[src/rtl/kmeans_pkg.sv]
// Shared k-means definitions: controller state encoding and default widths,
// also used by the cluster-assignment logic.
package kmeans_pkg;

  localparam int K_DEF         = 4;
  localparam int X_WIDTH_DEF   = 11;
  localparam int Y_WIDTH_DEF   = 10;
  localparam int SUM_WIDTH_DEF = 32;
  localparam int MIN_AREA_DEF  = 16;

  typedef enum logic [1:0] {
    ST_IDLE   = 2'd0,
    ST_LOAD   = 2'd1,
    ST_WAIT   = 2'd2,
    ST_COMMIT = 2'd3
  } kmeans_state_e;

endpackage

[src/rtl/kmeans_centroid_accum_if.sv]
// Request/response bus between the centroid controller and its shared divider.
// Handshake: master raises start for exactly one cycle with dividend/divisor
// valid in that cycle; slave answers later with a one-cycle done pulse, and
// quotient is valid while done is high. Only one divide is outstanding at a time.
interface kmeans_div_if #(
  parameter int W = 32
);
  logic         start;
  logic [W-1:0] dividend;
  logic [W-1:0] divisor;
  logic         done;
  logic [W-1:0] quotient;

  modport master (output start, dividend, divisor, input done, quotient);
  modport slave  (input start, dividend, divisor, output done, quotient);
endinterface

[src/rtl/kmeans_centroid_accum_div.sv]
// Iterative restoring unsigned divider, one quotient bit per cycle.
// done pulses W+1 cycles after start; a zero divisor is never requested.
module kmeans_centroid_accum_div #(
  parameter int W = 32
) (
  input  logic         clk_in,
  input  logic         rst_in,
  kmeans_div_if.slave  div
);

  localparam int CNT_W = $clog2(W + 1);

  logic [W-1:0]     rem_q;
  logic [W-1:0]     quo_q;
  logic [W-1:0]     dvs_q;
  logic [CNT_W-1:0] cnt_q;
  logic             run_q;
  logic             done_q;
  logic [W:0]       trial;
  logic [W:0]       diff;
  logic             ge;

  // The partial remainder stays below 2*divisor, so a borrow-free subtract
  // always leaves a zero top bit.
  always_comb begin
    trial = {rem_q, quo_q[W-1]};
    diff  = trial - {1'b0, dvs_q};
    ge    = ~diff[W];
  end

  always_ff @(posedge clk_in) begin
    if (rst_in) begin
      rem_q  <= '0;
      quo_q  <= '0;
      dvs_q  <= '0;
      cnt_q  <= '0;
      run_q  <= 1'b0;
      done_q <= 1'b0;
    end else begin
      done_q <= 1'b0;
      if (div.start) begin
        rem_q <= '0;
        quo_q <= div.dividend;
        dvs_q <= div.divisor;
        cnt_q <= CNT_W'(W);
        run_q <= 1'b1;
      end else if (run_q) begin
        rem_q <= ge ? diff[W-1:0] : trial[W-1:0];
        quo_q <= {quo_q[W-2:0], ge};
        cnt_q <= cnt_q - 1'b1;
        if (cnt_q == CNT_W'(1)) begin
          run_q  <= 1'b0;
          done_q <= 1'b1;
        end
      end
    end
  end

  assign div.done     = done_q;
  assign div.quotient = quo_q;

endmodule

[src/rtl/kmeans_centroid_accum.sv]
// Per-cluster pixel accumulator with double-buffered banks; a frame snapshot is
// turned into centroids by one time-shared divider while the next frame accumulates.
module kmeans_centroid_accum
  import kmeans_pkg::*;
#(
  parameter int K         = K_DEF,
  parameter int X_WIDTH   = X_WIDTH_DEF,
  parameter int Y_WIDTH   = Y_WIDTH_DEF,
  parameter int SUM_WIDTH = SUM_WIDTH_DEF,
  parameter int MIN_AREA  = MIN_AREA_DEF
) (
  input  logic                 clk_in,
  input  logic                 rst_in,
  input  logic [X_WIDTH-1:0]   x_in,
  input  logic [Y_WIDTH-1:0]   y_in,
  input  logic [$clog2(K)-1:0] cluster_id_in,
  input  logic                 valid_in,
  input  logic                 tabulate_in,
  output logic [X_WIDTH-1:0]   x_out [K],
  output logic [Y_WIDTH-1:0]   y_out [K],
  output logic [SUM_WIDTH-1:0] area_out [K],
  output logic                 valid_out [K],
  output logic                 busy_out,
  output logic                 done_out,
  output logic                 overrun_out,
  output kmeans_state_e        state_out
);

  localparam int ID_W  = $clog2(K);
  localparam int IDX_W = $clog2(2 * K);
  localparam int CL_W  = IDX_W - 1;
  localparam logic [IDX_W-1:0] LAST_IDX = IDX_W'(2 * K - 1);

  kmeans_state_e        state_q, state_d;
  logic [IDX_W-1:0]     idx_q, idx_d;
  logic [CL_W-1:0]      cur_cl;
  logic                 tab_accept;
  logic                 q_we;
  logic                 q_zero;
  logic                 done_q, overrun_q;

  logic                 hit    [K];
  logic [SUM_WIDTH-1:0] act_x_q [K], act_x_d [K], snap_x_q [K], snap_x_d [K];
  logic [SUM_WIDTH-1:0] act_y_q [K], act_y_d [K], snap_y_q [K], snap_y_d [K];
  logic [SUM_WIDTH-1:0] act_n_q [K], act_n_d [K], snap_n_q [K], snap_n_d [K];
  logic [SUM_WIDTH-1:0] sum_x [K], sum_y [K], sum_n [K];
  logic [X_WIDTH-1:0]   qx_q [K], res_x_q [K];
  logic [Y_WIDTH-1:0]   qy_q [K], res_y_q [K];
  logic [SUM_WIDTH-1:0] res_n_q [K];
  logic                 res_v_q [K];

  kmeans_div_if #(.W(SUM_WIDTH)) div_bus ();

  kmeans_centroid_accum_div #(.W(SUM_WIDTH)) u_div (
    .clk_in (clk_in),
    .rst_in (rst_in),
    .div    (div_bus)
  );

  function automatic logic [SUM_WIDTH-1:0] sat_add(input logic [SUM_WIDTH-1:0] a,
                                                   input logic [SUM_WIDTH-1:0] b);
    logic [SUM_WIDTH:0] s;
    s = {1'b0, a} + {1'b0, b};
    return s[SUM_WIDTH] ? {SUM_WIDTH{1'b1}} : s[SUM_WIDTH-1:0];
  endfunction

  assign tab_accept = tabulate_in && (state_q == ST_IDLE);
  assign cur_cl     = idx_q[IDX_W-1:1];

  // A pixel landing in the tabulate cycle goes into the snapshot, and the
  // active bank restarts from zero on the same edge.
  always_comb begin
    for (int i = 0; i < K; i++) begin
      hit[i]      = valid_in && (cluster_id_in == ID_W'(i));
      sum_x[i]    = sat_add(act_x_q[i], hit[i] ? SUM_WIDTH'(x_in) : '0);
      sum_y[i]    = sat_add(act_y_q[i], hit[i] ? SUM_WIDTH'(y_in) : '0);
      sum_n[i]    = sat_add(act_n_q[i], SUM_WIDTH'(hit[i]));
      act_x_d[i]  = tab_accept ? '0 : sum_x[i];
      act_y_d[i]  = tab_accept ? '0 : sum_y[i];
      act_n_d[i]  = tab_accept ? '0 : sum_n[i];
      snap_x_d[i] = tab_accept ? sum_x[i] : snap_x_q[i];
      snap_y_d[i] = tab_accept ? sum_y[i] : snap_y_q[i];
      snap_n_d[i] = tab_accept ? sum_n[i] : snap_n_q[i];
    end
  end

  // Divide index walks cluster-major: even index is x, odd index is y.
  always_comb begin
    state_d          = state_q;
    idx_d            = idx_q;
    q_we             = 1'b0;
    q_zero           = 1'b0;
    div_bus.start    = 1'b0;
    div_bus.dividend = idx_q[0] ? snap_y_q[cur_cl] : snap_x_q[cur_cl];
    div_bus.divisor  = snap_n_q[cur_cl];
    case (state_q)
      ST_IDLE: begin
        if (tab_accept) begin
          state_d = ST_LOAD;
          idx_d   = '0;
        end
      end
      ST_LOAD: begin
        if (snap_n_q[cur_cl] == '0) begin
          q_we   = 1'b1;
          q_zero = 1'b1;
          if (idx_q == LAST_IDX) state_d = ST_COMMIT;
          else idx_d = idx_q + 1'b1;
        end else begin
          div_bus.start = 1'b1;
          state_d       = ST_WAIT;
        end
      end
      ST_WAIT: begin
        if (div_bus.done) begin
          q_we = 1'b1;
          if (idx_q == LAST_IDX) begin
            state_d = ST_COMMIT;
          end else begin
            idx_d   = idx_q + 1'b1;
            state_d = ST_LOAD;
          end
        end
      end
      ST_COMMIT: state_d = ST_IDLE;
      default:   state_d = ST_IDLE;
    endcase
  end

  always_ff @(posedge clk_in) begin
    if (rst_in) begin
      state_q   <= ST_IDLE;
      idx_q     <= '0;
      done_q    <= 1'b0;
      overrun_q <= 1'b0;
      for (int i = 0; i < K; i++) begin
        act_x_q[i]  <= '0;
        act_y_q[i]  <= '0;
        act_n_q[i]  <= '0;
        snap_x_q[i] <= '0;
        snap_y_q[i] <= '0;
        snap_n_q[i] <= '0;
        qx_q[i]     <= '0;
        qy_q[i]     <= '0;
        res_x_q[i]  <= '0;
        res_y_q[i]  <= '0;
        res_n_q[i]  <= '0;
        res_v_q[i]  <= 1'b0;
      end
    end else begin
      state_q   <= state_d;
      idx_q     <= idx_d;
      done_q    <= (state_q == ST_COMMIT);
      overrun_q <= tabulate_in && (state_q != ST_IDLE);
      for (int i = 0; i < K; i++) begin
        act_x_q[i]  <= act_x_d[i];
        act_y_q[i]  <= act_y_d[i];
        act_n_q[i]  <= act_n_d[i];
        snap_x_q[i] <= snap_x_d[i];
        snap_y_q[i] <= snap_y_d[i];
        snap_n_q[i] <= snap_n_d[i];
      end
      if (q_we) begin
        if (idx_q[0]) qy_q[cur_cl] <= q_zero ? '0 : Y_WIDTH'(div_bus.quotient);
        else          qx_q[cur_cl] <= q_zero ? '0 : X_WIDTH'(div_bus.quotient);
      end
      if (state_q == ST_COMMIT) begin
        for (int i = 0; i < K; i++) begin
          res_x_q[i] <= qx_q[i];
          res_y_q[i] <= qy_q[i];
          res_n_q[i] <= snap_n_q[i];
          res_v_q[i] <= (snap_n_q[i] >= SUM_WIDTH'(MIN_AREA));
        end
      end
    end
  end

  assign x_out       = res_x_q;
  assign y_out       = res_y_q;
  assign area_out    = res_n_q;
  assign valid_out   = res_v_q;
  assign busy_out    = (state_q != ST_IDLE);
  assign done_out    = done_q;
  assign overrun_out = overrun_q;
  assign state_out   = state_q;

endmodule

[config.mk]
export PLATFORM = sky130hd
export DESIGN_NAME = kmeans_centroid_accum
export DESIGN_NICKNAME = d
export VERILOG_FILES = /design/src/rtl/kmeans_pkg.sv /design/src/rtl/kmeans_centroid_accum_if.sv /design/src/rtl/kmeans_centroid_accum_div.sv /design/src/rtl/kmeans_centroid_accum.sv
export SDC_FILE = /design/constraint.sdc
export NUM_CORES = 2
export LEC_CHECK = 0
export ABC_AREA = 1
export CORE_ASPECT_RATIO = 0.5
export CORE_MARGIN = 3
export CORE_UTILIZATION = 35
export CTS_BUF_LIST = sky130_fd_sc_hd__clkbuf_16
export DETAILED_ROUTE_END_ITERATION = 10
export DONT_BUFFER_PORTS = 1
export PLACE_DENSITY_LB_ADDON = 0.15
export SETUP_SLACK_MARGIN = 0.5
export SYNTH_ARGS = -nofsm -noshare
export SYNTH_HDL_FRONTEND = slang
export SYNTH_HIERARCHICAL = 1
export SYNTH_SLANG_ARGS = --single-unit
[constraint.sdc]
create_clock -name clk_in -period 10.9 [get_ports clk_in]
set_clock_uncertainty 0.15 [all_clocks]
set_input_delay 0.545 -clock clk_in [delete_from_list [all_inputs] [get_ports clk_in]]
set_output_delay 0.545 -clock clk_in [all_outputs]
set_load 0.005 [all_outputs]
Yosys cells after proc, flatten, opt, wreduce, memory -nomap -nowiden
Memories as Yosys holds them, arrays and structs flattened. A register that Yosys moved wholly into a read port is not among the register bits.
Index checks and enable logic that the tools add are counted.
- bits in registers: 243
- memory bits (writable): 852
- bits of input ports: 27
- output and inout bits: 221
- word-level logic and storage cells: 224
- memories: 8
- add/subtract/negate cells: 15
- $lt $le $gt $ge: 4
- equality and inequality tests: 13
- multiplexer cells: 120
- bitwise logic cells: 26
- reduce and logical (&&, ||, !) cells: 19
- memory list (memory ; depth ; bits a word ; read ports ; clocked after memory_dff ; write ports ; RTL line ; RTL):
    act_n_q ; 4 ; 32 ; 4 ; 0 ; 4 ; kmeans_centroid_accum.sv:45 ; logic [SUM_WIDTH-1:0] act_n_q [K], act_n_d [K], snap_n_q [K], snap_n_d [K];
    act_x_q ; 4 ; 32 ; 4 ; 0 ; 4 ; kmeans_centroid_accum.sv:43 ; logic [SUM_WIDTH-1:0] act_x_q [K], act_x_d [K], snap_x_q [K], snap_x_d [K];
    act_y_q ; 4 ; 32 ; 4 ; 0 ; 4 ; kmeans_centroid_accum.sv:44 ; logic [SUM_WIDTH-1:0] act_y_q [K], act_y_d [K], snap_y_q [K], snap_y_d [K];
    snap_n_q ; 4 ; 32 ; 5 ; 1 ; 4 ; kmeans_centroid_accum.sv:45 ;
    snap_x_q ; 4 ; 32 ; 1 ; 1 ; 4 ; kmeans_centroid_accum.sv:43 ;
    snap_y_q ; 4 ; 32 ; 1 ; 1 ; 4 ; kmeans_centroid_accum.sv:44 ;
    +2 memories ; -- ; -- ; -- ; -- ; -- ; -- ;
- operator list (operator ; number):
    $mux 32 ; 64
    $add 32x1->33 ; 4
    $add 32x10->33 ; 4
    $add 32x11->33 ; 4
    $ge 32x5->1 const B ; 4
    $mux 11 ; 6
    $mux 10 ; 6
    $sub 33x32->33 ; 1
    $logic_not 32->1 ; 1
    $mux 2 ; 13
    $or 1x1->1 ; 24
    $mux 1 ; 22
    $mux 3 ; 4
    $mux 6 ; 2
    $reduce_or 11->1 ; 1
    $reduce_or 10->1 ; 1
    $pmux 3 s3 ; 1
    $eq 2x2->1 const B ; 4
    $pmux 2 s4 ; 1
    $eq 6x1->1 const B ; 1
    $logic_and 1x1->1 ; 6
    $sub 6x1->6 const B ; 1
    $eq 2x1->1 const B ; 2
    $logic_not 2->1 ; 2
    other kinds (15) ; 18

Longest topological paths before layout
- depth after elaboration: 8
- mapped depth: 21

By module
Netlist, hierarchy kept.
- modules (own cells, without submodules) (module ; times used ; cells an instance ; area each (um^2) ; seq. area each (um^2)):
    kmeans_centroid_accum ; 1 ; 6710 ; 50945.1 ; 24963.9
    kmeans_centroid_accum_div ; 1 ; 1189 ; 7098.1 ; 2082.0

Least setup slack after synthesis
Ideal clock, no wire load.
- path type: input to register
- start point: input rst_in
- end point: memory snap_x_q[0][0] in the netlist's numbering, enable pin
- library setup time: 720 ps
- data arrival time: 8338 ps
- required time: 10030 ps
- setup slack: 1692 ps
- stages: 5
- path buffers: 3
- path through: clkbuf_1 nor2_1 clkinv_1 clkbuf_1 clkbuf_1
- RTL lines (element ; RTL line ; RTL):
    start: declaration ; kmeans_centroid_accum.sv:13 ; input logic rst_in,
    end: declaration ; kmeans_centroid_accum.sv:43 ;

==> reports/results.ini <==
[drt]
first_pass_iters=6
drt_iter0_drc=4288
routed_via_density=4.98
ant_nets=0
wl_per_cell_um=18.9
drc_errors=0
drt_wl_total_um=189000
vias=49800

[logic_synthesis]
synthXorXnorAreaFrac=0.0281
synth_compound_area_frac=0.108
yosysWarningCount=6
synth_edf_count=340
synth_top_area_share=0.290
synth_fa_ha_area_frac=0.0316
synth_simple_gate_area_frac=0.276
async_flop_share=0
yosys.area.top_type=dfxtp_1
ys_seq_area_frac=0.466
syn_area_mm2=0.0580
synth.ff_latch_count=1181
ys_top_cells_by_area=dfxtp_1, edfxtp_1, nand2_1
synth_area_per_cell_um2=7.35
syn_nets=8067
ys_types=54
synth_ff_type=dfxtp_1
netlist_instances=7899
synthMuxAreaShare=0.000194
synth_top_family_by_area=simple AND/OR/NAND/NOR gates

[placed_design]
io_buffer_count=0
place_congestion=0.889
dpl_cell_area_mm2=0.0598
hpwlAfterDp_um=136000

[timing]
clock.fmax_mhz=191
drv_slew=0
worst_slew_pin_slew_ns=1.10
period_needed_ns=5.22
min_period_over_period=0.479
relSlewSlack=0.267
timing.setup.tns_ns=0
timing_hold_violations_final=0
rsz0062_at_grt=false
setup_viol_count_final=0

[setup_path]
cp-start-kind=flop
crit_chain=inv_6 > nand2_1 > nand3_1 > nand2_1 > nand2_1 > nor2_1 > nand2_1 > nor2_1 > nand2_1 > nand2_1 > inv_1 > buf_4 > inv_2 > buf_4 > nand2_1 > buf_4 > nor3b_1
crit_arrival_ns=5.71
crit_buf_inv=6
r2r-end=u_div/div.done$_SDFF_PP0_
crit_type=flop to flop
path_common_cell=nand2_1
slowest_delay_ns=0.83
end_kind=flop
reg2reg_depth=17
crit_family=simple AND/OR/NAND/NOR gates
cp_slowest_cell=dfxtp_4
critPathMaxFanout=123
reg2reg_slack_ns=5.68
required_ns=11.39

[finish]
fill_cells=17200
post-route-util=0.392
final_common_cell=nand2_1
final_cell_area_mm2=0.0637
fin_nets=7896
layout_common_cells=nand2_1, nor2_1, inv_1
syn_to_final_growth_pct=9.82
n_antenna_cell=0
layout-drive-gt1-share=0.0433

[power_and_ir_drop]
powerDensity_mw_per_mm2=263
vdd_ir_drop_max_mv=0.701
leakagePower_nw=29.0

[floorplan]
initial_core_util=0.357
die_w_um=582
std_cell_rows=104
fp.coreArea_mm2=0.163
die_area_mm2=0.171
ios=248
die_y_um=294

[clock_network]
htreeDepth=3
clockBufferDepth=3
clk_latency_ns=0.73
cts_root_buf=clkbuf_16
clk_pin_slew_worst_paths_ns=0.07
cts_tree=done
clkSinkCount=1181
cts_buffers=113
post_cts_buffers=0

[grt]
grt_max_degree=208
grtUsageTotal=0.216
antenna_found_initial=4
grt_pass1_vias=46600
gr-total-overflow=0
grt_pass1_wl_um=290000

[worst_hold_path]
hold_depth=3
min_to=state_out[1]$_SDFFE_PP0P_
worstHoldPathType=input port to flop
min_from=tabulate_in

[status]
outcome=finished, final reports clean

[flow_run]
cap_violations=0

[stage by stage]
step | hold WS, ns | setup WS (ns) | cells | power (mW)
6_report | 0.0635 | 5.68 | 9999 | 16.8
5_1_grt | 0.0892 | 5.20 | 9999 | 18.1
4_1_cts | 0.00832 | 5.67 | 9999 | 16.9
3_5_place_dp | 0.309 | 5.48 | 9784 | 12.6
3_3_place_gp | 0.301 | 5.49 | 9784 | 12.6
2_1_floorplan | 0.284 | 1.69 | 7899 | 10.9
[logic make-up after synthesis]
kind of cell             after synthesis
multiplexers                           1
adder cells (fa/ha/maj)              141
AO/OA/AOI/OAI                       1150
buffers and inverters               1375
XOR/XNOR                             186
flip-flops                          1181
AND/OR/NAND/NOR                     3865
[worst min-delay path: cells and delay by family]
family | cells | cell delay [ns]
compound gates | 3 | 0.35
[report_power, final]
| group | internal (mW) | switching, mW |
|---|---|---|
| clock | 2.37 | 1.85 |
| combinational | 2.01 | 5.35 |
| sequential | 4.93 | 0.278 |
| total | 9.32 | 7.47 |
[layout make-up]
class	count	area, µm²	area share
clock inverters	96	951	0.0149
inverters	1040	3930	0.0617
clock buffers	117	2930	0.0459
well taps	2173	2720	0.0427
flip-flops and latches	1181	27100	0.424
repair buffers	49	398	0.00624
multi-input cells	5343	25800	0.404
[worst max-delay path by stage]
stage | from | to | slack, ns | cells past startpoint
floorplan | rst_in | snap_x_q[0][0]$_SDFFCE_PN0P_ | 1.69 | 5
global placement | valid_in | snap_x_q[1][14]$_SDFFCE_PN0P_ | 5.49 | 17
detailed placement | valid_in | snap_x_q[1][15]$_SDFFCE_PN0P_ | 5.48 | 17
CTS | flop | u_div/div.done$_SDFF_PP0_ | 5.67 | 17
global route | flop | u_div/div.done$_SDFF_PP0_ | 5.20 | 17
finish | flop | u_div/div.done$_SDFF_PP0_ | 5.68 | 17
[sequential cells by signal, summed over array words and instances (netlist names), 2 cells and up, named ones only]
| register | cells |
|---|---|
| act_n_q | 128 |
| act_x_q | 128 |
| act_y_q | 128 |
| area_out | 128 |
| snap_n_q | 128 |
| snap_x_q | 128 |
| snap_y_q | 128 |
| qx_q | 44 |
| x_out | 44 |
| qy_q | 40 |
| y_out | 40 |
| u_div/div.quotient | 32 |
| u_div/dvs_q | 32 |
| u_div/rem_q | 32 |
| u_div/cnt_q | 6 |
| valid_out | 4 |
| idx_q | 3 |
| state_out | 2 |
[Yosys cell counts (47+ instances only)]
| cell | count |
|---|---|
| nand2_1 | 1720 |
| nor2_1 | 1294 |
| inv_1 | 1028 |
| dfxtp_1 | 841 |
| o21ai_0 | 575 |
| nand3_1 | 397 |
| a21oi_1 | 360 |
| edfxtp_1 | 340 |
| clkbuf_1 | 262 |
| nor3_1 | 178 |
| ha_1 | 132 |
| xor2_1 | 112 |
| nand4_1 | 92 |
| xnor2_1 | 74 |
| or2_2 | 66 |
| nor4_1 | 51 |
| o22ai_1 | 47 |
[what timing repair did]
action	in CTS	in global routing
endpoints found under the hold margin	15	0
gates resized for setup	0	0
endpoints found under the setup margin	0	0
hold buffers	2	0
[routing by layer]
| metal | GRT usage | up-vias | part of all wire |
|---|---|---|---|
| met5 | 0 | - | 0.000032 |
| met4 | 0.0410 | 2 | 0.018 |
| met3 | 0.0236 | 185 | 0.044 |
| met2 | 0.345 | 1045 | 0.45 |
| met1 | 0.318 | 23500 | 0.49 |
| li1 | - | 25100 | - |
No activity file was read; power rests on OpenSTA's default activity.
